[src/rtl/result_broadcast_unit.sv]
// result_broadcast_unit: merges ALU and MEM result streams through per-source 2-entry
// FIFOs into one registered broadcast slot. Optional macro: RESULT_BCAST_ROUND_ROBIN_EN.

module result_bcast_fifo (
   input  logic        clk,
   input  logic        reset,
   input  logic        push_i,
   input  logic [4:0]  reg_i,
   input  logic [63:0] data_i,
   input  logic        pop_i,
   output logic        ready_o,
   output logic        not_empty_o,
   output logic [4:0]  head_reg_o,
   output logic [63:0] head_data_o
);
   logic [1:0]  count_q, count_d;
   logic        rd_ptr_q, rd_ptr_d;
   logic [4:0]  reg_q  [2];
   logic [4:0]  reg_d  [2];
   logic [63:0] data_q [2];
   logic [63:0] data_d [2];
   logic        wr_ptr_s;
   logic        push_s;
   logic        pop_s;

   assign ready_o     = (count_q < 2'd2) && !reset;
   assign not_empty_o = (count_q != 2'd0);
   assign push_s      = push_i && ready_o;
   assign pop_s       = pop_i && not_empty_o;
   // Tail slot is head+count; with count 1 a simultaneous pop still lands the new entry behind the head.
   assign wr_ptr_s    = rd_ptr_q ^ count_q[0];
   assign head_reg_o  = reg_q[rd_ptr_q];
   assign head_data_o = data_q[rd_ptr_q];

   // Next-state for storage, read pointer and occupancy.
   always_comb begin
      count_d  = count_q;
      rd_ptr_d = rd_ptr_q;
      for (int i = 0; i < 2; i++) begin
         if (push_s && (wr_ptr_s == 1'(i))) begin
            reg_d[i]  = reg_i;
            data_d[i] = data_i;
         end else begin
            reg_d[i]  = reg_q[i];
            data_d[i] = data_q[i];
         end
      end
      if (pop_s) begin
         rd_ptr_d = ~rd_ptr_q;
      end else begin
         rd_ptr_d = rd_ptr_q;
      end
      case ({push_s, pop_s})
         2'b10:   count_d = count_q + 2'd1;
         2'b01:   count_d = count_q - 2'd1;
         default: count_d = count_q;
      endcase
   end

   // FIFO state registers.
   always_ff @(posedge clk) begin
      if (reset) begin
         count_q  <= 2'd0;
         rd_ptr_q <= 1'b0;
         for (int i = 0; i < 2; i++) begin
            reg_q[i]  <= 5'd0;
            data_q[i] <= 64'd0;
         end
      end else begin
         count_q  <= count_d;
         rd_ptr_q <= rd_ptr_d;
         for (int i = 0; i < 2; i++) begin
            reg_q[i]  <= reg_d[i];
            data_q[i] <= data_d[i];
         end
      end
   end
endmodule

module result_broadcast_unit (
   input  logic        clk,
   input  logic        reset,
   input  logic        aluValid,
   output logic        aluReady,
   input  logic [4:0]  aluReg,
   input  logic [63:0] aluData,
   input  logic        memValid,
   output logic        memReady,
   input  logic [4:0]  memReg,
   input  logic [63:0] memData,
   input  logic        bcastStall,
   output logic        bcastValid,
   output logic [4:0]  bcastReg,
   output logic [63:0] bcastData,
   output logic        bcastSrc
);
   logic        alu_ready_s, alu_ne_s, alu_push_s, alu_pop_s;
   logic [4:0]  alu_head_reg_s;
   logic [63:0] alu_head_data_s;
   logic        mem_ready_s, mem_ne_s, mem_push_s, mem_pop_s;
   logic [4:0]  mem_head_reg_s;
   logic [63:0] mem_head_data_s;
   logic        load_s;
   logic        grant_mem_s;
   logic        bcast_valid_q, bcast_valid_d;
   logic [4:0]  bcast_reg_q, bcast_reg_d;
   logic [63:0] bcast_data_q, bcast_data_d;
   logic        bcast_src_q, bcast_src_d;

   // Register 31 is the zero register: the handshake completes but nothing is queued.
   assign alu_push_s = aluValid && alu_ready_s && (aluReg != 5'd31);
   assign mem_push_s = memValid && mem_ready_s && (memReg != 5'd31);
   assign load_s     = !bcast_valid_q || !bcastStall;

   result_bcast_fifo u_alu_fifo (
      .clk         (clk),
      .reset       (reset),
      .push_i      (alu_push_s),
      .reg_i       (aluReg),
      .data_i      (aluData),
      .pop_i       (alu_pop_s),
      .ready_o     (alu_ready_s),
      .not_empty_o (alu_ne_s),
      .head_reg_o  (alu_head_reg_s),
      .head_data_o (alu_head_data_s)
   );

   result_bcast_fifo u_mem_fifo (
      .clk         (clk),
      .reset       (reset),
      .push_i      (mem_push_s),
      .reg_i       (memReg),
      .data_i      (memData),
      .pop_i       (mem_pop_s),
      .ready_o     (mem_ready_s),
      .not_empty_o (mem_ne_s),
      .head_reg_o  (mem_head_reg_s),
      .head_data_o (mem_head_data_s)
   );

`ifdef RESULT_BCAST_ROUND_ROBIN_EN
   logic last_grant_q, last_grant_d;

   // Alternate on contention; last grant (1 = MEM) only moves when a load actually takes an entry.
   always_comb begin
      grant_mem_s = mem_ne_s && (!alu_ne_s || !last_grant_q);
      if (load_s && (alu_ne_s || mem_ne_s)) begin
         last_grant_d = grant_mem_s;
      end else begin
         last_grant_d = last_grant_q;
      end
   end

   // Last-grant register.
   always_ff @(posedge clk) begin
      if (reset) begin
         last_grant_q <= 1'b1;
      end else begin
         last_grant_q <= last_grant_d;
      end
   end
`else
   assign grant_mem_s = mem_ne_s && !alu_ne_s;
`endif

   assign alu_pop_s = load_s && alu_ne_s && !grant_mem_s;
   assign mem_pop_s = load_s && grant_mem_s;

   // Broadcast slot next-state: take the granted head on load, otherwise hold.
   always_comb begin
      bcast_valid_d = bcast_valid_q;
      bcast_reg_d   = bcast_reg_q;
      bcast_data_d  = bcast_data_q;
      bcast_src_d   = bcast_src_q;
      if (load_s) begin
         bcast_valid_d = alu_ne_s || mem_ne_s;
         if (grant_mem_s) begin
            bcast_reg_d  = mem_head_reg_s;
            bcast_data_d = mem_head_data_s;
            bcast_src_d  = 1'b1;
         end else if (alu_ne_s) begin
            bcast_reg_d  = alu_head_reg_s;
            bcast_data_d = alu_head_data_s;
            bcast_src_d  = 1'b0;
         end else begin
            bcast_reg_d  = 5'd0;
            bcast_data_d = 64'd0;
            bcast_src_d  = 1'b0;
         end
      end else begin
         bcast_valid_d = bcast_valid_q;
      end
   end

   // Broadcast slot registers.
   always_ff @(posedge clk) begin
      if (reset) begin
         bcast_valid_q <= 1'b0;
         bcast_reg_q   <= 5'd0;
         bcast_data_q  <= 64'd0;
         bcast_src_q   <= 1'b0;
      end else begin
         bcast_valid_q <= bcast_valid_d;
         bcast_reg_q   <= bcast_reg_d;
         bcast_data_q  <= bcast_data_d;
         bcast_src_q   <= bcast_src_d;
      end
   end

   assign aluReady   = alu_ready_s;
   assign memReady   = mem_ready_s;
   assign bcastValid = bcast_valid_q;
   assign bcastReg   = bcast_reg_q;
   assign bcastData  = bcast_data_q;
   assign bcastSrc   = bcast_src_q;
endmodule
[config.mk]
export PLATFORM = sky130hd
export DESIGN_NAME = result_broadcast_unit
export DESIGN_NICKNAME = d
export VERILOG_FILES = /design/src/rtl/result_broadcast_unit.sv
export SDC_FILE = /design/constraint.sdc
export NUM_CORES = 1
export LEC_CHECK = 0
export BUFFER_PORTS_ARGS = -buffer_cell sky130_fd_sc_hd__buf_2
export CORE_ASPECT_RATIO = 1.25
export CORE_MARGIN = 5
export CORE_UTILIZATION = 51
export DETAILED_ROUTE_END_ITERATION = 16
export PLACE_DENSITY = 0.81
export SYNTH_ARGS = -nofsm -noshare
export SYNTH_HDL_FRONTEND = slang
export SYNTH_HIERARCHICAL = 1
export SYNTH_SLANG_ARGS = --single-unit
[constraint.sdc]
create_clock -name clk -period 4.7 [get_ports clk]
set_input_delay 0.235 -clock clk [delete_from_list [all_inputs] [get_ports clk]]
set_output_delay 0.235 -clock clk [all_outputs]
set_load 0.05 [all_outputs]
==> summary.txt <==
Final layout
  – Area grow syn2layout: 15.8%
  – Layout cells sized above 1: 0.344
  – Fillers: 2111
  – Commonest non-fill, non-tap cell in the layout: edfxtp_1
  – N_diodes: 0
  – Nets: 1364
  – Most frequent cells in the layout: edfxtp_1 (276), buf_2 (214), and3_1 (140), nand3_1 (138), mux2_2 (138)

Timing
  – Min Hold Slack: 0.0179 ns
  – Final worst-path cycle share: 0.639
  – Crit path time final: 3.00 ns
  – Setup TNS: 0 ns
  – Headroom to the max-slew limit: 0.261
  – Setup-failing EPs final: 0
  – Fmax: 333 MHz
  – Unrepaired setup endpoints after global routing: false
  – Clock skew: 0.0122 ns
  – Fin. max-slew vios: 0
  – Endpoints failing hold: 0
  – Worst-Margin Slew: 1.11 ns

Synth
  – Post-synth net total: 1197
  – Syn Inst Count: 1052
  – Synthesized area: 0.0145 mm2
  – Proportion of netlist area held by the largest area contributor: 0.573
  – Sequential area share after synthesis: 0.683
  – Ys Warns: 6
  – Synth area leader: edfxtp_1
  – Synth cell types: 28
  – Top post-synthesis cells by area: edfxtp_1 (57%), dfxtp_1 (11%), mux2_2 (11%)
  – Post-synthesis sequential element count: 355
  – Syn avg cell area: 13.7 um2

Worst setup path
  – CP max-delay cell: a31o_4
  – Reg-to-reg endpoint: u_alu_fifo/data_q[0][55]
  – CP arrival: 3.17 ns
  – Critical path startpoint category: flop
  – Crit path max fanout: 69
  – Critical Path End Type: flop
  – Reg2reg start: u_alu_fifo/count_q[1]
  – Critical path's largest stage delay: 0.96 ns
  – Critical path endpoint: u_alu_fifo/data_q[0][55]
  – Worst path cell trace: nor2_4 > nand2_1 > a31oi_4 > buf_4 > a31o_4
  – Critical Path RT: 4.87 ns
  – Worst Reg-to-Reg Cells: 5
  – Setup slack, reg-to-reg: 1.70 ns
  – Worst Setup SP: u_alu_fifo/count_q[1]
  – CP Class: reg -> reg

Global route
  – Pin count of the biggest net entering global routing: 73
  – GRT Overall Usage: 0.208
  – First-pass GRT wire length: 52300 um
  – Initial antenna violation count: 2
  – Total congestion overflow: 0
  – Vias in the first global route: 9540

Route
  – Pre-antenna DRT Iters: 7
  – Vias: 9350
  – DRC Markers: 0
  – WL per Instance: 21.6 um
  – Initial DRC Count: 821
  – WL final: 34600 um
  – Vias per inst: 5.85
  – ANT nets after route: 0

Clocking
  – Clock transition at the registers of the reported paths: 0.07 ns
  – H-Tree Depth: 1
  – Root Buffer: clkbuf_16
  – Worst skew pair latency: 0.56 ns
  – Clk sinks: 355
  – Post-CTS Resized: 0
  – CTS tree: built
  – Clk buf depth: 3
  – Num CTS Buffers: 31

Power
  – P_leak: 6.74 nW
  – PwrDens: 407 mW/mm2
  – Final Power: 0.00681 W
  – Peak supply drop: 0.000310 V

Flow run
  – Max_cap viols: 0

Floorplan
  – Die area: 0.0318 mm2
  – Die height: 198 um
  – Initial Utilization: 0.512
  – Die W: 161 um
  – Row count: 69
  – Top Ports: 216
  – Core ar.: 0.0282 mm2

Hold path
  – Hold crit path type: in -> reg

Placement
  – Post-DP HPWL: 21800 um
  – Port bufs: 215
  – Gpl congestion: 0.808

Outcome
  – Status: finished clean
area by class of cell:
type / count / area (um2) / area share
Sequential cell: 355 / 9880 / 0.590
Tap cell: 355 / 444 / 0.0265
Clock buffer: 43 / 881 / 0.0526
Inverter: 3 / 11.3 / 0.000673
Clock inverter: 14 / 128 / 0.00762
Multi-Input combinational cell: 602 / 4210 / 0.252
Timing Repair Buffer: 226 / 1190 / 0.0710
layer usage:
metal,vias up,track usage,part of all wire
li1,4299,-,-
met1,4583,0.252,0.38
met2,379,0.373,0.52
met3,85,0.0325,0.059
met4,4,0.0842,0.040
met5,-,0,0.00072
worst max-delay path, delay by kind of cell, from the launching register on:
kind / cells / cell delay [ns]
AOI/OAI and AO/OA: 2 / 1.41
buffers and inverters: 1 / 0.49
DFF: 1 / 0.40
and+or+nand+nor: 2 / 0.26
how the worst min path moves through the flow:
stage	start	endpoint	cells past startpoint	slack (ns)
global placement	bcastData[44]	bcastData[44]	2	0.46
floorplan	reset	u_alu_fifo/count_q[1]	1	0.30
CTS	memData[51]	u_mem_fifo/data_q[0][51]	2	0.003
finish	memData[51]	u_mem_fifo/data_q[1][51]	2	0.02
detailed placement	bcastData[7]	bcastData[7]	2	0.47
global route	aluData[0]	u_alu_fifo/data_q[0][0]	2	0.02
synthesized netlist by cell type, drive strengths merged:
| cell | number |
|---|---|
| o21bai | 2 |
| xor2 | 2 |
| or3 | 2 |
| o21ai | 2 |
| and2 | 2 |
| nor2 | 9 |
| buf | 43 |
| mux2 | 138 |
| o21a | 2 |
| nand3 | 138 |
| nand2 | 76 |
| clkbuf | 49 |
| and3 | 140 |
| edfxtp | 276 |
| inv | 3 |
| a21oi | 4 |
| xnor2 | 6 |
| a31oi | 71 |
| or2 | 2 |
| ha | 2 |
| nor3 | 1 |
| a31o | 2 |
| a22oi | 1 |
| dfxtp | 79 |
registers in the layout, indices dropped and copies added, names as in the netlist, named ones only:
signal,flops
bcastData,64
bcastReg,5
bcastSrc,1
bcastValid,1
u_alu_fifo/count_q,2
u_alu_fifo/data_q,128
u_alu_fifo/rd_ptr_q,1
u_alu_fifo/reg_q,10
u_mem_fifo/count_q,2
u_mem_fifo/data_q,128
u_mem_fifo/rd_ptr_q,1
u_mem_fifo/reg_q,10
kinds of logic after synthesis:
family / after synthesis / synth area share
multiplexers: 138 / 0.107
AND/OR/NAND/NOR: 370 / 0.133
buffers and inverters: 95 / 0.0325
AO/OA/AOI/OAI: 84 / 0.0374
XOR/XNOR: 8 / 0.00485
adder cells (fa/ha/maj): 2 / 0.00173
flip-flops: 355 / 0.683
stage by stage:
stage | cell area (um2) | utilization | setup WS (ns) | cells
4_1_cts | 16700 | 0.593 | 1.70 | 1598
2_1_floorplan | 14500 | - | 0.710 | 1052
6_report | 16700 | 0.593 | 1.70 | 1598
3_5_place_dp | 15700 | 0.557 | 1.46 | 1540
5_1_grt | 16700 | 0.593 | 1.52 | 1598
3_3_place_gp | 15700 | 0.557 | 1.53 | 1540
where the power goes:
group          internal [W]  total [W]  switching (W)
Sequential          0.00359    0.00366      0.0000741
Clock               0.00142    0.00249        0.00107
Combinational      0.000210   0.000657       0.000446
repair_timing:
action | 4_1_cts | 5_1_grt
setup buffers | 0 | 0
hold endpoints to repair | 2 | 0
hold buffers | 1 | 0
(Power assumes the default switching activity.)
